==> config.mk <==
export PLATFORM = sky130hd
export DESIGN_NAME = uart_apb_master_slave
export DESIGN_NICKNAME = d
export VERILOG_FILES = /design/src/rtl/uart_apb_master_slave.sv
export SDC_FILE = /design/constraint.sdc
export NUM_CORES = 1
export LEC_CHECK = 0
export CAP_MARGIN = 20
export CORE_AREA = 4 4 136 138
export CTS_CLUSTER_SIZE = 20
export DETAILED_ROUTE_END_ITERATION = 10
export DIE_AREA = 0 0 140 142
export GPL_TIMING_DRIVEN = 0
export PLACE_DENSITY = 0.69
export SLEW_MARGIN = 10
export SYNTH_ARGS = -nofsm -noshare
export SYNTH_HDL_FRONTEND = slang
export SYNTH_SLANG_ARGS = --single-unit
==> constraint.sdc <==
create_clock -name PCLK -period 5.7 [get_ports PCLK]
set_input_delay 0.57 -clock PCLK [delete_from_list [all_inputs] [get_ports PCLK]]
set_output_delay 0.57 -clock PCLK [all_outputs]
set_load 0.05 [all_outputs]
==> src/rtl/uart_apb_master_slave.sv <==
// APB master/slave bridge in front of the UART: TX register, RX capture, status and scratch.
// Optional build macro WAIT_STATE_EN inserts one PREADY=0 cycle at the start of every ACCESS phase.
module uart_apb_master_slave #(
   parameter int ADDR_W = 32,
   parameter int DATA_W = 32,
   parameter int REG_AW = 2
) (
   input  logic              PCLK,
   input  logic              PRESETn,
   input  logic              transfer,
   input  logic              READ_WRITE,
   input  logic              PSEL1,
   input  logic [ADDR_W-1:0] apb_write_paddr,
   input  logic [ADDR_W-1:0] apb_read_paddr,
   input  logic [DATA_W-1:0] apb_write_data,
   input  logic              rxdone,
   input  logic [DATA_W-1:0] fromrx,
   output logic [DATA_W-1:0] apb_read_data_outu,
   output logic [DATA_W-1:0] totx,
   output logic              s
);

   localparam logic [1:0] IDLE   = 2'd0;
   localparam logic [1:0] SETUP  = 2'd1;
   localparam logic [1:0] ACCESS = 2'd2;

   localparam logic [REG_AW-1:0] IDX_RXDATA = REG_AW'(0);
   localparam logic [REG_AW-1:0] IDX_TXDATA = REG_AW'(1);
   localparam logic [REG_AW-1:0] IDX_STATUS = REG_AW'(2);
   localparam logic [REG_AW-1:0] IDX_CTRL   = REG_AW'(3);

   logic [1:0]        state;
   logic [1:0]        state_nxt;
   logic              cmd_rw;
   logic [REG_AW-1:0] cmd_idx;
   logic [DATA_W-1:0] cmd_wdata;
   logic [DATA_W-1:0] rxdata;
   logic              rx_valid;
   logic [DATA_W-1:0] ctrl;
   logic              psel;
   logic              penable;
   logic              pready;
   logic              xfer_done;
   logic              cmd_load;
   logic              wr_en;
   logic              rd_en;
   logic [DATA_W-1:0] rd_mux;
   logic [REG_AW-1:0] req_idx;
   logic              unused_addr_hi;

   // Only the word index is kept; upper address bits alias onto the register map.
   assign req_idx        = READ_WRITE ? apb_read_paddr[REG_AW-1:0] : apb_write_paddr[REG_AW-1:0];
   assign unused_addr_hi = ^{apb_read_paddr[ADDR_W-1:REG_AW], apb_write_paddr[ADDR_W-1:REG_AW]};

   assign psel    = PSEL1 & (state != IDLE);
   assign penable = (state == ACCESS);

`ifdef WAIT_STATE_EN
   logic wait_pend;

   always_ff @(posedge PCLK or posedge PRESETn) begin
      if (PRESETn) wait_pend <= 1'b0;
      else         wait_pend <= (state == SETUP);
   end

   assign pready = ~wait_pend;
`else
   assign pready = 1'b1;
`endif

   assign xfer_done = penable & pready;
   assign cmd_load  = transfer & ((state == IDLE) | xfer_done);
   assign wr_en     = psel & xfer_done & ~cmd_rw;
   assign rd_en     = psel & xfer_done & cmd_rw;

   always_comb begin
      state_nxt = state;
      case (state)
         IDLE:    if (transfer) state_nxt = SETUP;
         SETUP:   state_nxt = ACCESS;
         ACCESS:  if (pready) state_nxt = transfer ? SETUP : IDLE;
         default: state_nxt = IDLE;
      endcase
   end

   always_ff @(posedge PCLK or posedge PRESETn) begin
      if (PRESETn) state <= IDLE;
      else         state <= state_nxt;
   end

   always_ff @(posedge PCLK or posedge PRESETn) begin
      if (PRESETn) begin
         cmd_rw    <= 1'b0;
         cmd_idx   <= '0;
         cmd_wdata <= '0;
      end else if (cmd_load) begin
         cmd_rw    <= READ_WRITE;
         cmd_idx   <= req_idx;
         cmd_wdata <= apb_write_data;
      end
   end

   always_comb begin
      rd_mux = '0;
      case (cmd_idx)
         IDX_RXDATA: rd_mux = rxdata;
         IDX_TXDATA: rd_mux = totx;
         IDX_STATUS: rd_mux = {{(DATA_W-1){1'b0}}, rx_valid};
         IDX_CTRL:   rd_mux = ctrl;
         default:    rd_mux = '0;
      endcase
   end

   always_ff @(posedge PCLK or posedge PRESETn) begin
      if (PRESETn) begin
         totx <= '0;
         s    <= 1'b0;
         ctrl <= '0;
      end else begin
         s <= wr_en & (cmd_idx == IDX_TXDATA);
         if (wr_en && cmd_idx == IDX_TXDATA) totx <= cmd_wdata;
         if (wr_en && cmd_idx == IDX_CTRL)   ctrl <= cmd_wdata;
      end
   end

   // A deselected read still completes but returns zero.
   always_ff @(posedge PCLK or posedge PRESETn) begin
      if (PRESETn)                     apb_read_data_outu <= '0;
      else if (xfer_done && cmd_rw)    apb_read_data_outu <= psel ? rd_mux : '0;
   end

   // A new word arriving on the same edge as an RXDATA read keeps rx_valid set.
   always_ff @(posedge PCLK or posedge PRESETn) begin
      if (PRESETn) begin
         rxdata   <= '0;
         rx_valid <= 1'b0;
      end else if (rxdone) begin
         rxdata   <= fromrx;
         rx_valid <= 1'b1;
      end else if (rd_en && cmd_idx == IDX_RXDATA) begin
         rx_valid <= 1'b0;
      end
   end

endmodule

# --- Yosys cells after proc, flatten, opt, wreduce, memory -nomap -nowiden ---
# Index checks and enable logic that the tools add are counted.
op_classes:
  muxes: 8
  reduce_logical: 8
  n_bitwise: 8
  eq_ne: 6
op_table:
  columns: ["op", "count"]
  rows:
  - ["$pmux 32 s4", 1]
  - ["$mux 32", 1]
  - ["$and 1x1->1", 6]
  - ["$eq 2x2->1 const B", 3]
  - ["$pmux 2 s3", 1]
  - ["$eq 2x1->1 const B", 2]
  - ["$logic_and 1x1->1", 4]
  - ["$logic_not 2->1", 2]
  - ["$mux 2", 2]
  - ["$reduce_bool 2->1", 2]
  - ["$mux 1", 3]
  - ["$ne 2x2->1 const B", 1]
  - ["$not 1->1", 1]
  - ["$or 1x1->1", 1]
totals:
  reg_bits: 167
  word_cells: 40
  output_inout_bits: 65

# --- Longest topological paths before layout ---
# Gate-level depths: netlist (run 1).
logic_depth:
  word_depth: 7
  depth_mapped: 6
  ltp_nobuf: 3

# --- Worst setup path after synthesis (run 1) ---
# Ideal clock, no wire load.
synth_path:
  path_type: "input to register"
  startpoint: "input port transfer"
  endpoint: "register cmd_wdata[10]"
  t_arrival_ns: 1.467
  path_slack_ns: 4.108
  setup_ns: 0.125
  n_path_buf: 2
  path_stages: 4
  path_cell_list: "nor2b_1 buf_2 buf_2 mux2_2"
synth_between:
  elab_chain_len: 1
synth_rtl:
  columns: ["element", "line", "source"]
  rows:
  - ["start: declaration", "10", "input logic transfer,"]
  - ["$and 1x1->1", "72", "assign cmd_load = transfer & ((state == IDLE) | xfer_done);"]
  - ["end signal: assignment", "99", "cmd_wdata <= apb_write_data;"]
  - ["end: declaration", "36", "logic [DATA_W-1:0] cmd_wdata;"]
# No other way between the ends.
# A chain may end at the register's enable or synchronous reset.

# --- Worst setup path in the final report (run 1) ---
layout_path:
  startpoint: "register totx[0]"
  endpoint: "output port totx[0]"
layout_rtl:
  columns: ["element", "line", "source"]
  rows:
  - ["start: declaration", "19", "output logic [DATA_W-1:0] totx,"]
  - ["start signal: assignment", "121", "if (wr_en && cmd_idx == IDX_TXDATA) totx <= cmd_wdata;"]
# No word-level cell between the ends.

==> results.ini, run 1 <==
[outcome]
status = complete, no violations

[final_layout]
drive_gt1_share_pct = 28.5
fin_util_pct = 52.8
antenna_cells = 0
fin_nets = 734
area_growth_pct = 32.5

[place]
post-dp-hpwl_um = 11700
port_buffers = 137
place_ws_ns = 3.29
gp_congestion = 0.772

[setup_path]
cp_top_family = buffers and inverters
cpPeakStageDelay_ns = 0.86
worstPathCellList = clkdlybuf4s50_1
worst-setup-path-type = reg2out
critical_path_depth = 1
crit_fanout = 3
slowest_stage = clkdlybuf4s50_1
cp-start-kind = register
cp.required_ns = 5.13
cp-end-kind = primary output
path_buf_inv = 1
rr_worst_depth = 4
arrival_ns = 1.65

[run]
max_cap_viol_count = 0

[floorplanning]
die-area_mm2 = 0.0199
fp.dieH_um = 142
coreArea_mm2 = 0.0172
start_util_pct = 39.8
row_count = 48
fp.dieW_um = 140
ioPinCount = 199

[synthesis]
synth_top_area_share_pct = 61.1
syn_inst = 443
avgSynthCellArea_um2 = 15.4
synth_most_common_cell = dfrtp_1
yosys-top-cells-count = dfrtp_1, mux2_2, mux2i_1
async_flop_share_pct = 100
synth_nets = 577
synth_seq_cells = 167
ys_seq_area_share_pct = 61.1
synth_edf_count = 0
ys_types = 24
synth.area.top_cells = dfrtp_1, mux2_2, mux2i_1
synthFlopType = dfrtp_1
yosysWarnings = 0
synth_top_area_cell = dfrtp_1
synth_area_mm2 = 0.00684

[drt]
wirelength_um = 16700
detail-route-antenna-nets = 0
wl_per_cell_um = 19.9
via_count = 4292
drc = 0
drt-initial-drc-count = 155
drt_pre_antenna_iters = 5
vias_per_cell = 5.12

[power]
p_leak_nw = 4.04
power.density_mw_per_mm2 = 439
irDropWorstVdd_v = 0.000229

[timing]
setup-violations-final = 0
min_period_ns = 2.22
whs_ns = 0.490
worst_slew_pin_slew_ns = 0.660
fin_crit_sh_pct = 39.0
finalHoldViolCount = 0
setup_ws_ns = 3.48
fmax_mhz = 450
rsz0062_at_grt = no
worst_clock_skew_ns = 0.00651
relSlewSlack_pct = 56.0
finalMaxSlewViolations = 0

[global_route]
grt_max_degree = 117
grt_pass1_vias = 4669
antenna_found_initial = 1
grt_pass1_wl_um = 26400
track_usage_pct = 17.1
grt_overflow = 0

[clock_network]
path_clk_slew_ns = 0.06
numClockSinks = 167
cts_buffers = 17
root_buffer = clkbuf_16
cts_tree = built
clockBufferDepth = 2
htreeDepth = 4
cts_setup_buffers = 0
worstSkewPairLatency_ns = 0.42
ctsResizeCount = 0
cts_hold_buf = 0

[worst_hold_path]
hp-class = reg2reg
holdPathStages = 1

[area by class of cell]
class / instances / area, um^2
fill: 1476 / 8110
sequential: 167 / 4180
multi-input combinational: 241 / 2460
timing repair buffer: 138 / 1400
clock buffer: 21 / 460
tap: 225 / 282
buffer: 33 / 191
clock inverter: 11 / 75.1
inverter: 2 / 15.0
[metrics by stage]
stage               cell area [um^2]  total power, mW  setup TNS (ns)  cells
floorplan                       6840             2.50               0    443
global placement                8500             2.94         -226.70    805
detailed placement              8530             2.97               0    806
CTS                             9070             4.03               0    838
global route                    9070             4.17               0    838
finish                          9070             3.98               0    838
[final timing paths]
path	startpoint	endpoint	slack, ns
min reg2reg	state[1]	state[1]	0.49
max	totx[0]	totx[0]	3.48
max reg2reg	state[0]	apb_read_data_outu[3]	3.86
min in group asynchronous	PRESETn	cmd_wdata[17]	0.55
min	state[1]	state[1]	0.49
max in group asynchronous	PRESETn	totx[31]	4.27
[cell families after synthesis]
family	share of synthesized area, %
buffers and inverters	2.91
muxes	26.4
AOI/OAI and AO/OA	8.32
and+or+nand+nor	1.32
DFF	61.1
[sequential cells by signal, summed over array words and instances, names as in the netlist]
| name | cells |
|---|---|
| cmd_rw | 1 |
| cmd_wdata | 32 |
| totx | 32 |
| cmd_idx | 2 |
| s | 1 |
| state | 2 |
| apb_read_data_outu | 32 |
| ctrl | 32 |
| rx_valid | 1 |
| rxdata | 32 |
[cell usage in the layout, fill, tap and decap left out, drive strengths merged, types with 2 or more instances in the layout]
| cell | Yosys | routed |
|---|---|---|
| o2bb2ai | 31 | 31 |
| nor2 | 3 | 3 |
| inv | 2 | 3 |
| nand3b | 2 | 2 |
| mux2i | 33 | 33 |
| nor2b | 2 | 2 |
| nand2 | 2 | 2 |
| dfrtp | 167 | 167 |
| clkinvlp | 0 | 2 |
| a22o | 32 | 32 |
| mux2 | 129 | 129 |
| clkinv | 0 | 8 |
| a21oi | 2 | 2 |
| clkdlybuf4s50 | 0 | 137 |
| buf | 24 | 25 |
| clkbuf | 9 | 30 |
[power by group]
group | total (mW) | leakage (nW) | switching [mW] | internal [mW]
Clock | 1.04 | 0.263 | 0.461 | 0.579
Combinational | 1.28 | 1.68 | 0.736 | 0.548
Sequential | 1.66 | 2.10 | 0.188 | 1.47
Total | 3.98 | 4.04 | 1.38 | 2.60
[layer usage]
metal	vias to the layer above	GRT usage [%]	share of wire, %
li1	1954	-	-
met1	2180	23.4	47
met2	135	27.4	47
met3	21	4.67	5.2
met4	2	4.49	1.2
met5	-	0	0.078
Note: power is estimated with default switching activity, not from simulation.
==> run 2, diff against run 1 <==
- PLACE_DENSITY: 0.69 -> 0.71
- clock period: 5.7 -> 2 ns (I/O delays scaled with it)
==> run 2 against run 1 <==
  * Die area stayed put
  * Largest power group unchanged
  * Clock power grew to 2.8 times the previous value
  * Clock skew is 0.00053 ns higher
  * Largest cell class unchanged
  * Critical path depth stayed put
  * Routed wire length is 3.5% lower
  * Final area is 0.68% higher
  * Sequential cell count stayed put
==> results.ini, run 2 (synthesis gave the netlist of run 1 again) <==
[setup_path]
worstPathCellList = clkdlybuf4s50_1
r2r_start = state[0]
path_buf_inv = 1  ; unchanged
cpPeakStageDelay_ns = 0.83  ; -0.03 ns
cp.required_ns = 1.80  ; -3.33 ns
cp-end-kind = primary output
crit_path_start = totx[8]
cp-start-kind = register
arrival_ns = 1.64  ; about the same
slowest_stage = clkdlybuf4s50_1
cp_top_family = buffers and inverters
worst-setup-path-type = reg2out
crit_fanout = 3  ; unchanged

[floorplanning]
row_count = 48  ; unchanged
die-area_mm2 = 0.0199  ; unchanged
start_util_pct = 39.8  ; unchanged
coreArea_mm2 = 0.0172  ; unchanged
fp.dieW_um = 140  ; unchanged
fp.dieH_um = 142  ; unchanged
ioPinCount = 199  ; unchanged

[timing]
fmax_mhz = 542
finalMaxSlewViolations = 0  ; unchanged
min_period_ns = 1.84
relSlewSlack_pct = 54.6  ; -1.4 points
worst_clock_skew_ns = 0.00704  ; +0.000529 ns
rsz0062_at_grt = no
fin_crit_sh_pct = 92.2
setup-violations-final = 0  ; unchanged
finalHoldViolCount = 0  ; unchanged
worst_slew_pin_slew_ns = 0.681  ; +0.0206 ns

[clock_network]
path_clk_slew_ns = 0.06  ; about the same
htreeDepth = 4  ; unchanged
cts_hold_buf = 0  ; unchanged
cts_buffers = 17  ; unchanged
cts_tree = built
worstSkewPairLatency_ns = 0.42  ; about the same
root_buffer = clkbuf_16
ctsResizeCount = 0  ; unchanged
clockBufferDepth = 2  ; unchanged
numClockSinks = 167  ; unchanged
cts_setup_buffers = 0  ; unchanged

[drt]
drt_pre_antenna_iters = 6  ; +1
via_count = 4279  ; -0.30%
drt-initial-drc-count = 149  ; -3.9%
wirelength_um = 16100  ; -3.5%
wl_per_cell_um = 19.1  ; -3.8%
detail-route-antenna-nets = 0  ; unchanged
vias_per_cell = 5.09  ; -0.66%
drc = 0  ; unchanged

[final_layout]
fin_nets = 738  ; +0.54%
drive_gt1_share_pct = 28.7  ; +0.19 points
layout_common_cells = dfrtp_1, clkdlybuf4s50_1, mux2_2
fin_util_pct = 53.1  ; +0.36 points
final_common_cell = dfrtp_1
antenna_cells = 0  ; unchanged
layoutNonFillerInstCount = 841  ; +0.36%
area_growth_pct = 33.4

[power]
power.density_mw_per_mm2 = 1240  ; +180%
irDropWorstVdd_v = 0.000694  ; +200%
p_leak_nw = 4.05  ; +0.40%

[place]
gp_congestion = 0.794  ; +2.9%
port_buffers = 137  ; unchanged
post-dp-hpwl_um = 11700  ; +0.74%
dp_cells = 810  ; +0.50%

[outcome]
status = complete, no violations

[global_route]
grt_overflow = 0  ; unchanged
antenna_found_initial = 0  ; -1
grt_pass1_wl_um = 25500  ; -3.3%
track_usage_pct = 16.6  ; -0.53 points
grt_max_degree = 37  ; -68%
grt_pass1_vias = 4665  ; -0.086%

[worst_hold_path]
hp-class = in2async

[run]
max_cap_viol_count = 0  ; unchanged

-- run 2: where the power goes --
part	switching, mW	internal (mW)
clock network	1.27	1.67
registers	0.533	4.19
logic	2.08	1.58
total	3.88	7.43
-- run 2: metrics by stage --
| step | instance area [um^2] | setup TNS, ns | power (mW) | hold slack (ns) | setup WS, ns |
|---|---|---|---|---|---|
| CTS | 9130 | 0 | 11.4 | 0.155 | 0.133 |
| detailed placement | 8600 | 0 | 8.48 | 0.466 | 0.0229 |
| finish | 9130 | 0 | 11.3 | 0.155 | 0.155 |
| global route | 9130 | 0 | 11.9 | 0.177 | 0.0931 |
| global placement | 8500 | -259.96 | 8.36 | 0.445 | -1.57 |
| floorplan | 6850 | -54.57 | 7.12 | 0.352 | -0.327 |
-- run 2: final cells by class --
| class | count | area [um^2] |
|---|---|---|
| plain buffers | 33 | 191 |
| clock buffers | 23 | 478 |
| clock inverters | 8 | 50.0 |
| fillers | 1466 | 8050 |
| inverters | 2 | 11.3 |
| multi-input cells | 241 | 2460 |
| flip-flops and latches | 167 | 4180 |
| well taps | 225 | 282 |
| repair buffers | 142 | 1470 |
-- run 2: per-layer routing --
layer | vias to the layer above | GRT usage [%] | wire length (um)
met5 | - | 0 | 0
met4 | 0 | 5.41 | 208
met3 | 17 | 5.41 | 1060
met2 | 127 | 25.9 | 7460
met1 | 2170 | 22.2 | 7370
li1 | 1965 | - | -
-- run 2: final timing paths --
kind | end | cells after the start | slack [ns]
worst max-delay path | totx[8] | 1 | 0.16
worst min-delay path | ctrl[21] | 2 | 0.16
worst max register to register | apb_read_data_outu[30] | 4 | 0.23
worst min register to register | state[1] | 1 | 0.47
max in group asynchronous | rxdata[28] | 4 | 1.11
min in group PCLK | rxdata[28] | 2 | 0.33
==> variant 1, RTL diff (config.mk and constraints of run 1) <==
Add an input register stage for `apb_write_paddr`, without a reset; this delays it by one clock. The other inputs are not delayed to match.
--- a/src/rtl/uart_apb_master_slave.sv
+++ b/src/rtl/uart_apb_master_slave.sv
@@ -29,6 +29,12 @@
    localparam logic [REG_AW-1:0] IDX_STATUS = REG_AW'(2);
    localparam logic [REG_AW-1:0] IDX_CTRL   = REG_AW'(3);
 
+   logic [ADDR_W-1:0] apb_write_paddr_q;
+
+   always_ff @(posedge PCLK) begin
+      apb_write_paddr_q <= apb_write_paddr;
+   end
+
    logic [1:0]        state;
    logic [1:0]        state_nxt;
    logic              cmd_rw;
@@ -49,8 +55,8 @@
    logic              unused_addr_hi;
 
    // Only the word index is kept; upper address bits alias onto the register map.
-   assign req_idx        = READ_WRITE ? apb_read_paddr[REG_AW-1:0] : apb_write_paddr[REG_AW-1:0];
-   assign unused_addr_hi = ^{apb_read_paddr[ADDR_W-1:REG_AW], apb_write_paddr[ADDR_W-1:REG_AW]};
+   assign req_idx        = READ_WRITE ? apb_read_paddr[REG_AW-1:0] : apb_write_paddr_q[REG_AW-1:0];
+   assign unused_addr_hi = ^{apb_read_paddr[ADDR_W-1:REG_AW], apb_write_paddr_q[ADDR_W-1:REG_AW]};
 
    assign psel    = PSEL1 & (state != IDLE);
    assign penable = (state == ACCESS);
Function: changed (Yosys sat finds a counterexample within 4 cycles, from zero or initial values and one cycle with PRESETn high).
==> variant 1 against run 1 <==
  * Maximum frequency down 0.28%
  * Setup slack lost 0.0063 ns
  * Global-route usage is 0.053 points higher
  * Cell count increased by 0.24%
  * Wire length fell by 0.92%
  * Sequential share of layout area shrank 0.35 points
  * Power up 5.5%
  * Sequential cell count grew 2
  * Area after synthesis increased by 0.59%
  * Cell area increased by 1.7%
  * Critical path type unchanged
==> variant 1: results (changes against run 1) <==
metric,value,unit,change
routed wire length,16.5,mm,was 16.7 mm
Syn Nets,579,,was 577
FILL cells,1457,,"was 1,476"
IO buf count,137,,unchanged
Async SR Flop Fraction,98.8,%,was 100%
peak supply drop,0.229,mV,about the same
design area,9220,sq um,was 9070 sq um
Global Route Usage Sum,17.2,%,was 17.1%
Gate power share,30.6,%,was 32.3%
final-stage net count,736,,was 734
Cell Count Post-Placement,808,,was 806
routed vias,4298,,"was 4,292"
vias per cell,5.12,,about the same
Worst path max stage delay,0.86,ns,about the same
Avg Inst Size Synth,15.5,sq um,was 15.4 sq um
Placed Area,8570,sq um,was 8530 sq um
post-CTS sizing,0,,unchanged
power share of the clock group,29.8,%,was 26.1%
Max transition margin,56.6,%,was 56.0%
Leakage,4.11,nW,was 4.04 nW
Iteration-0 DRC Markers,135,,was 155
Main synth FF type,dfrtp_1,,unchanged
post-synthesis cell type count,25,,was 24
First-pass DRT Iterations,4,,was 5
largest net degree at the start of global routing,109,,was 117
Power Clock,1.25,mW,was 1.04 mW
Clock Skew,0.00706,ns,was 0.00651 ns
routability cong.,0.747,,was 0.772
"Seq/Total Area, Yosys",61.3,%,was 61.1%
deepest clock path buffer count,2,,unchanged
outcome,"finished, final reports clean",,unchanged
share of cells above drive strength 1,28.8,%,was 28.5%
Internal,2.81,mW,was 2.60 mW
## variant 1: cell count changes after synthesis
cell      before  now
buf_1          2    1
clkbuf_1       9   10
dfxtp_1        0    2
## variant 1: cell families (layout without fill, tap and decap cells)
group                  count (synthesis)  count (layout)  share of synthesized area [%]
AO/OA/AOI/OAI                         66              66                           8.27
buffers and inverters                 35             205                           2.89
flip-flops                           169             169                           61.3
multiplexers                         163             163                           26.2
AND/OR/NAND/NOR                       12              12                           1.31
## variant 1: final timing paths
check	slack [ns]	end	start	depth (start not counted)
hold / removal	0.47	state[1]$_DFFE_PP0P_	state[1]$_DFFE_PP0P_	1
max in group asynchronous	4.22	apb_read_data_outu[23]$_DFFE_PP0P_	PRESETn	3
setup / recovery	3.47	totx[31]	totx[31]$_DFFE_PP0P_	1
setup reg to reg	3.92	apb_read_data_outu[3]$_DFFE_PP0P_	state[0]$_DFFE_PP0P_	4
min in group asynchronous	0.57	totx[28]$_DFFE_PP0P_	PRESETn	2
hold reg to reg	0.47	state[1]$_DFFE_PP0P_	state[1]$_DFFE_PP0P_	1
## variant 1: area by class of cell
class / instances / area share [%]
flip-flops and latches: 169 / 45.7
multi-input cells: 241 / 26.7
repair buffers: 138 / 15.2
clock buffers: 20 / 5.06
well taps: 225 / 3.05
plain buffers: 33 / 2.08
clock inverters: 12 / 2.01
inverters: 2 / 0.163
## variant 1: layer usage
layer	part of all wire, %	track usage (%)	vias to the layer above
li1	-	-	1962
met1	43	21.6	2205
met2	49	28.1	111
met3	7.1	6.55	18
met4	0.93	4.90	2
met5	0.079	0	-
==> variant 2, RTL diff (config.mk and constraints of run 1) <==
Without the edit above. The parameter `DATA_W` goes from 32 to 24.
--- a/src/rtl/uart_apb_master_slave.sv
+++ b/src/rtl/uart_apb_master_slave.sv
@@ -2,7 +2,7 @@
 // Optional build macro WAIT_STATE_EN inserts one PREADY=0 cycle at the start of every ACCESS phase.
 module uart_apb_master_slave #(
    parameter int ADDR_W = 32,
-   parameter int DATA_W = 32,
+   parameter int DATA_W = 24,
    parameter int REG_AW = 2
 ) (
    input  logic              PCLK,
Interface: changed (resized apb_read_data_outu, apb_write_data, fromrx and totx); port bits go from 199 to 167. No check against the original RTL was run, so the function may have changed too.
==> variant 2 against run 1 <==
  * Utilization is 11 points lower
  * Register-to-register slack better by 0.17 ns
  * Non-clock buffer count is 41 lower
  * Cell area is 20% lower
  * Count of clock-buffer cells in the layout is 2 higher
  * Die area stayed put
  * Wire length is 22% lower
  * Setup slack better by 0.017 ns
  * Sequential cell count is 40 lower
  * Area after synthesis is 23% lower
  * Power is 17% lower
  * Via count is 23% lower
==> variant 2: results (changes against run 1) <==
metric,value,unit,change
Syn Nets,456,,was 577
Leakage,3.24,nW,was 4.04 nW
Cell Count Post-Placement,669,,was 806
"Seq/Total Area, Yosys",60.1,%,was 61.1%
Max transition margin,57.5,%,was 56.0%
Worst path max stage delay,0.83,ns,was 0.86 ns
Place WS,3.43,ns,was 3.29 ns
root buffer cell,clkbuf_16,,unchanged
routability cong.,0.734,,was 0.772
Overflow after GRT,0,,unchanged
Placed Area,6650,sq um,was 8530 sq um
first-pass GRT wire length,20.6,mm,was 26.4 mm
H-tree depth,4,,unchanged
Iteration-0 DRC Markers,103,,was 155
"Warnings, synthesis",0,,unchanged
First-pass DRT Iterations,4,,was 5
IO buf count,105,,was 137
post-CTS sizing,0,,unchanged
synth top area cells,"dfrtp_1, mux2_2, mux2_4",,"was dfrtp_1, mux2_2, mux2i_1"
deepest clock path buffer count,2,,unchanged
largest net degree at the start of global routing,66,,was 117
routed wire length,13.0,mm,was 16.7 mm
peak supply drop,0.203,mV,was 0.229 mV
post-synthesis cell type count,25,,was 24
Clock Skew,0.00598,ns,was 0.00651 ns
Crit-path slowest cell,clkdlybuf4s50_1,,unchanged
initial antenna violation count,0,,was 1
Avg Inst Size Synth,15.6,sq um,was 15.4 sq um
post-CTS setup buffers,0,,unchanged
clock latency on the worst-skew pair,0.41,ns,
number of global-route vias before repair,3683,,"was 4,669"
Final period util,38.7,%,was 39.0%
worst hold-check path type,reg -> reg,,unchanged
critical path arrival,1.63,ns,was 1.65 ns
Min Hold Slack,0.484,ns,was 0.490 ns
CTS Buf Count,17,,unchanged
"non-filler cells, final",700,,was 838
final-stage net count,581,,was 734
"top cells by count, synth","dfrtp_1, mux2_2, mux2i_1, a22o_1, o2bb2ai_1",,unchanged
Async SR Flop Fraction,100,%,unchanged
Worst path top cell family by delay,buffers and inverters,,unchanged
r2r setup slk,4.03,ns,was 3.86 ns
n_diodes,0,,unchanged
critical path peak fanout,3,,unchanged
outcome,"finished, final reports clean",,unchanged
share of cells above drive strength 1,30.9,%,was 28.5%
dpl hpwl,9.09,mm,was 11.7 mm
"CTS clk-pin slew, worst paths",0.06,ns,about the same
Global Route Usage Sum,13.6,%,was 17.1%
routed vias,3312,,"was 4,292"
-- variant 2: cell families after synthesis --
family                 synth area share (%)
AO/OA/AOI/OAI                          8.12
buffers and inverters                  2.82
flip-flops                             60.1
multiplexers                           27.2
AND/OR/NAND/NOR                        1.80
-- variant 2: final cells by class --
type / count / area, sq um
tap: 225 / 282
clock buffer: 23 / 488
sequential: 127 / 3180
fill: 1584 / 9950
buffer: 24 / 141
clock inverter: 8 / 82.6
multi-input combinational: 185 / 1960
inverter: 2 / 12.5
timing repair buffer: 106 / 1080
-- variant 2: routing by layer --
layer,global-route usage (%),wire (microns)
met1,17.3,5730
met2,22.3,6400
met3,4.17,687
met4,4.74,204
met5,0,0
-- variant 2: final timing paths --
kind / startpoint / to / cells past startpoint
min in group asynchronous: PRESETn / rxdata[19]$_DFFE_PP0P_ / 2
max reg2reg: cmd_idx[0]$_DFFE_PP0P_ / ctrl[4]$_DFFE_PP0P_ / 6
min: rx_valid$_DFFE_PP0P_ / rx_valid$_DFFE_PP0P_ / 1
min reg2reg: rx_valid$_DFFE_PP0P_ / rx_valid$_DFFE_PP0P_ / 1
max in group asynchronous: PRESETn / cmd_wdata[9]$_DFFE_PP0P_ / 3
max: totx[14]$_DFFE_PP0P_ / totx[14] / 1
-- variant 2: power by group --
group | switching [mW] | leakage [nW] | internal (mW)
sequential | 0.143 | 1.59 | 1.12
combinational | 0.554 | 1.38 | 0.445
clock | 0.393 | 0.267 | 0.644
total | 1.09 | 3.24 | 2.20
